[src/rtl/uart_fifo_gen.sv]
// uart_fifo_gen: parametrised synchronous FIFO for the UART RX/TX paths.
// Any data width, power-of-two depth, standard or first-word-fall-through
// read mode, occupancy count, almost-full/almost-empty thresholds,
// synchronous flush and sticky overflow/underflow flags.
//
// Handshake: a write is taken on a rising edge when wr_en is high, flush is
// low and the FIFO is not full (or a read is taken on the same edge). A read
// is taken when rd_en is high, flush is low and the FIFO is not empty. A
// request that cannot be taken is dropped and raises the matching sticky
// error flag. In standard mode dout_valid pulses for one cycle after each
// taken read. In FWFT mode dout_valid mirrors !empty, and rd_en acknowledges
// the word currently on dout.
module uart_fifo_gen #(
  parameter int DATA_WIDTH    = 8,
  parameter int ADDR_WIDTH    = 4,
  parameter int AFULL_THRESH  = 12,
  parameter int AEMPTY_THRESH = 2,
  parameter int FWFT          = 0
) (
  input  logic                  clk,
  input  logic                  rst,
  input  logic                  flush,
  input  logic                  err_clr,
  input  logic                  wr_en,
  input  logic [DATA_WIDTH-1:0] din,
  input  logic                  rd_en,
  output logic [DATA_WIDTH-1:0] dout,
  output logic                  dout_valid,
  output logic [ADDR_WIDTH:0]   count,
  output logic                  full,
  output logic                  empty,
  output logic                  almost_full,
  output logic                  almost_empty,
  output logic                  overflow,
  output logic                  underflow
);

  localparam int DEPTH = 1 << ADDR_WIDTH;
  localparam logic [ADDR_WIDTH:0] DEPTH_C  = (ADDR_WIDTH+1)'(DEPTH);
  localparam logic [ADDR_WIDTH:0] AFULL_C  = (ADDR_WIDTH+1)'(AFULL_THRESH);
  localparam logic [ADDR_WIDTH:0] AEMPTY_C = (ADDR_WIDTH+1)'(AEMPTY_THRESH);

  logic [DATA_WIDTH-1:0] mem [DEPTH];
  logic [ADDR_WIDTH-1:0] wr_ptr;
  logic [ADDR_WIDTH-1:0] rd_ptr;
  logic [ADDR_WIDTH:0]   count_q;
  logic                  rd_acc;
  logic                  wr_acc;
  logic                  ovf_set;
  logic                  unf_set;

  // All status flags derive from the occupancy register alone.
  assign count        = count_q;
  assign full         = (count_q == DEPTH_C);
  assign empty        = (count_q == '0);
  assign almost_full  = (count_q >= AFULL_C);
  assign almost_empty = (count_q <= AEMPTY_C);

  // A read at full frees the head slot, so a same-cycle write still fits.
  assign rd_acc  = rd_en & ~empty & ~flush;
  assign wr_acc  = wr_en & ~flush & (~full | rd_acc);
  assign ovf_set = wr_en & ~wr_acc & ~flush;
  assign unf_set = rd_en & ~rd_acc & ~flush;

  // Storage array: written on accepted writes, deliberately not reset.
  always_ff @(posedge clk) begin
    if (wr_acc) mem[wr_ptr] <= din;
  end

  // Pointers and occupancy; pointers wrap naturally at DEPTH.
  always_ff @(posedge clk or posedge rst) begin
    if (rst) begin
      wr_ptr  <= '0;
      rd_ptr  <= '0;
      count_q <= '0;
    end else if (flush) begin
      wr_ptr  <= '0;
      rd_ptr  <= '0;
      count_q <= '0;
    end else begin
      if (wr_acc) wr_ptr <= wr_ptr + 1'b1;
      if (rd_acc) rd_ptr <= rd_ptr + 1'b1;
      case ({wr_acc, rd_acc})
        2'b10:   count_q <= count_q + 1'b1;
        2'b01:   count_q <= count_q - 1'b1;
        default: count_q <= count_q;
      endcase
    end
  end

  // Sticky error flags; a new error in the clearing cycle takes priority.
  always_ff @(posedge clk or posedge rst) begin
    if (rst) begin
      overflow  <= 1'b0;
      underflow <= 1'b0;
    end else begin
      if (ovf_set)      overflow <= 1'b1;
      else if (err_clr) overflow <= 1'b0;
      if (unf_set)      underflow <= 1'b1;
      else if (err_clr) underflow <= 1'b0;
    end
  end

  generate
    if (FWFT == 0) begin : g_std
      logic [DATA_WIDTH-1:0] dout_q;
      logic                  dv_q;

      // Registered read port: dout updates and dout_valid pulses per read.
      always_ff @(posedge clk or posedge rst) begin
        if (rst) begin
          dout_q <= '0;
          dv_q   <= 1'b0;
        end else if (flush) begin
          dv_q   <= 1'b0;
        end else if (rd_acc) begin
          dout_q <= mem[rd_ptr];
          dv_q   <= 1'b1;
        end else begin
          dv_q   <= 1'b0;
        end
      end

      assign dout       = dout_q;
      assign dout_valid = dv_q;
    end else begin : g_fwft
      // Head word is presented combinationally; valid whenever not empty.
      assign dout       = mem[rd_ptr];
      assign dout_valid = ~empty;
    end
  endgenerate

endmodule
[config.mk]
export PLATFORM = sky130hd
export DESIGN_NAME = uart_fifo_gen
export DESIGN_NICKNAME = d
export VERILOG_FILES = /design/src/rtl/uart_fifo_gen.sv
export SDC_FILE = /design/constraint.sdc
export NUM_CORES = 1
export LEC_CHECK = 0
export CAP_MARGIN = 20
export CORE_AREA = 2 2 208 108
export DETAILED_ROUTE_END_ITERATION = 6
export DIE_AREA = 0 0 210 110
export PLACE_DENSITY = 0.53
export SYNTH_ARGS = -nofsm -noshare
export SYNTH_HDL_FRONTEND = slang
export SYNTH_SLANG_ARGS = --single-unit
[constraint.sdc]
create_clock -name clk -period 7.75 [get_ports clk]
set_input_delay 1.9375 -clock clk [delete_from_list [all_inputs] [get_ports clk]]
set_output_delay 1.9375 -clock clk [all_outputs]
set_load 0.02 [all_outputs]
==> out/metrics.cfg <==
[run_status]
status=finished clean

[pwr]
power_density_mw_per_mm2=297.0
internal_power_w=0.001663
swShare_pct=27.28
p_leak_nw=2.522
p_seq_share_pct=43.4
clock_power_share_pct=37.9
switchingPower_w=0.0006239
ir_worst_vdd_uv=133.8
combPwrFrac_pct=18.7

[route]
totalWireLength_um=14830
wl_met3_um=1248
wl_met1_um=7752
viasPerCell=4.849
top_layer=met4
first_pass_iters=4
wl_met2_um=5745
vias=3336
wl_per_cell_um=21.56
drt_iter0_markers=258
drcViolationCount=0
final_antenna_net_count=0

[timing]
finClkSkew_ns=0.01149
period_minus_slack_ns=4.514
fmax_mhz=221.5
fin_setup_tns_ns=0
hold_viol=0
slew_violations=0
fin_crit_sh_pct=58.25
slew_headroom_pct=42.28
rsz0062_at_grt=no
setup_viol=0
tightest_slew_ns=0.8627

[clock_tree]
ctsRootBufferMaster=clkbuf_16
postCtsSetupBuffers=0
cts.sinks=152
cts_buffer_depth=2
clk_latency_ns=0.42
cts_max_level=4
cts-resized-gates=0
cts_tree=built
path_clk_slew_ns=0.07
cts_made_buffers=17
cts-hold-fix-buffers=0

[global_route]
grt_start_max_net_pins=35
first_global_vias=3384
grt_util_all_layers_pct=13.69
gr-total-overflow=0
antenna_found_initial=0
grt_pass1_wl_um=22290

[logic_synthesis]
syn-num-nets=368
syn_inst=345
yosys_warnings=0
synth_seq_area_share_pct=71.13
synth_area_per_cell_sq_um=18.11
yosys-top-cells-area=edfxtp_1 (62%), mux4_2 (12%), dfrtp_1 (9.6%)
yosysMostFrequentCell=edfxtp_1
synth_cell_types=39
synth_top_cell_area_share_pct=61.51
netlist_top_cells_count=edfxtp_1 (128), mux4_2 (32), dfrtp_1 (24)
synthesis.area_sq_mm=0.006248
synth_edf_count=128
synth_seq_cells=152
async_flop_share_pct=15.79
synthFlopType=edfxtp_1
yosys.area.top_type=edfxtp_1

[layout]
regArea_sq_mm=0.004446
antenna_cells=0
fin_nets=418
syn2layout_area_growth_pct=23.23
multiInputGateArea_sq_mm=0.001732
fillers=1961
final_cells=688
fin_util_pct=36.23
drive_gt1_share_pct=23.28

[place]
post-place-cells=655
port_buffers=33
gp_congestion=0.8136
hpwl_um=10110

[worst_setup_path]
cpPeakStageDelay_ns=0.89
cp-end-kind=flip-flop
cp_max_fo=17
crit_chain=clkdlybuf4s50_1 > nand2b_1 > a21o_2 > inv_1 > nand2b_1 > inv_1 > ha_1 > nor2b_1 > o21a_1 > or3_1 > a31oi_1
path_class=in -> reg
cp-start-kind=primary input
arrival_ns=4.85
cp_slowest_cell=clkdlybuf4s50_1
path_buf_inv=3
required_ns=8.08
path_delay_family=buffers and inverters

[worst_hold_path]
hold_class=reg -> reg

[floorplanning]
start_util_pct=29.40
die_h_um=110
dieArea_sq_mm=0.02310
ios=34
die_w_um=210
row_count=38
core_area_sq_mm=0.02125

[flow_run]
max_cap_violations=0

sequential cells by signal, summed over array words and instances, names as in the netlist:
name,cells
rd_ptr,4
overflow,1
wr_ptr,4
count,5
underflow,1
dout,8
dout_valid,1
mem,128
worst reg2reg max path, stage by stage (launching register included):
cell and delay [ns]:
dfrtp_1 0.46, nor4_2 0.59, a21o_2 0.39, inv_1 0.13, nand2b_1 0.14, inv_1 0.10
ha_1 0.31, nor2b_1 0.15, o21a_1 0.20, or3_1 0.35, a31oi_1 0.15
layout by cell type (no fill, tap or decap), types with 2 or more instances in the layout:
master,netlist,layout
xnor2_1,2,2
edfxtp_1,128,128
mux4_2,32,32
buf_4,0,15
o221ai_1,8,8
nor4_2,1,13
xor2_1,2,2
mux2i_1,21,21
or3_1,4,4
clkdlybuf4s50_1,0,33
clkbuf_1,8,3
clkinv_1,0,2
clkbuf_16,0,17
bufinv_16,0,4
a21oi_1,4,4
o32ai_1,2,2
buf_16,0,2
nand2b_1,7,7
mux2_1,3,3
inv_1,17,17
nor2_1,15,15
ha_1,8,8
o21ai_2,2,2
inv_6,0,2
o211ai_1,3,3
o21ai_0,3,3
clkinvlp_4,0,2
nor2b_1,3,3
dfrtp_1,24,23
nand2_1,11,11
logic make-up after synthesis:
kind of cell	count (synthesis)	synth area share, %
AO/OA/AOI/OAI	31	3.845
buffers and inverters	36	2.363
multiplexers	56	15.44
adder cells (fa/ha/maj)	9	1.922
flip-flops	152	71.13
AND/OR/NAND/NOR	57	4.745
XOR/XNOR	4	0.5608
cell type report:
cell class	count	share of cell area, %
sequential	152	57.73
multi-input combinational	157	22.49
timing repair buffer	50	6.467
clock buffer	20	5.671
tap	280	4.550
clock inverter	12	2.259
inverter	17	0.8287
power by group through the flow:
| stage | Sequential [W] | Clock, W | Combinational [W] |
|---|---|---|---|
| floorplan | 0.00102 | 0 | 0.000212 |
| global placement | 0.00102 | 0 | 0.000403 |
| detailed placement | 0.00101 | 0 | 0.000429 |
| CTS | 0.000993 | 0.000885 | 0.000430 |
| global route | 0.00100 | 0.000920 | 0.000461 |
| finish | 0.000992 | 0.000867 | 0.000429 |
stage by stage:
| step | total power (W) | hold WS [ns] | setup WS [ns] | area [sq um] |
|---|---|---|---|---|
| 2_1_floorplan | 0.001237 | 0.5557 | 3.789 | 6248 |
| 5_1_grt | 0.002381 | 0.5235 | 2.978 | 7700 |
| 6_report | 0.002287 | 0.5098 | 3.236 | 7700 |
| 3_3_place_gp | 0.001420 | 0.4905 | 2.958 | 7034 |
| 3_5_place_dp | 0.001438 | 0.4956 | 2.778 | 7062 |
| 4_1_cts | 0.002308 | 0.5145 | 3.207 | 7672 |
layer usage:
metal | global-route usage (%) | vias to the layer above
li1 | - | 1472
met5 | 0 | -
met4 | 3.647 | 0
met2 | 17.18 | 94
met3 | 4.278 | 7
met1 | 21.98 | 1763
final timing paths:
check	slack [ns]	cells after the start	to	from
max	3.24	11	count[4]	flush
min	0.51	2	dout[0]	dout[0]
max reg2reg	4.70	10	count[4]	count[2]
min reg2reg	0.51	2	dout[0]	dout[0]
max in group asynchronous	5.57	3	dout[3]	rst
min in group asynchronous	1.77	2	rd_ptr[3]	rst
Note: power is estimated with default switching activity, not from simulation.
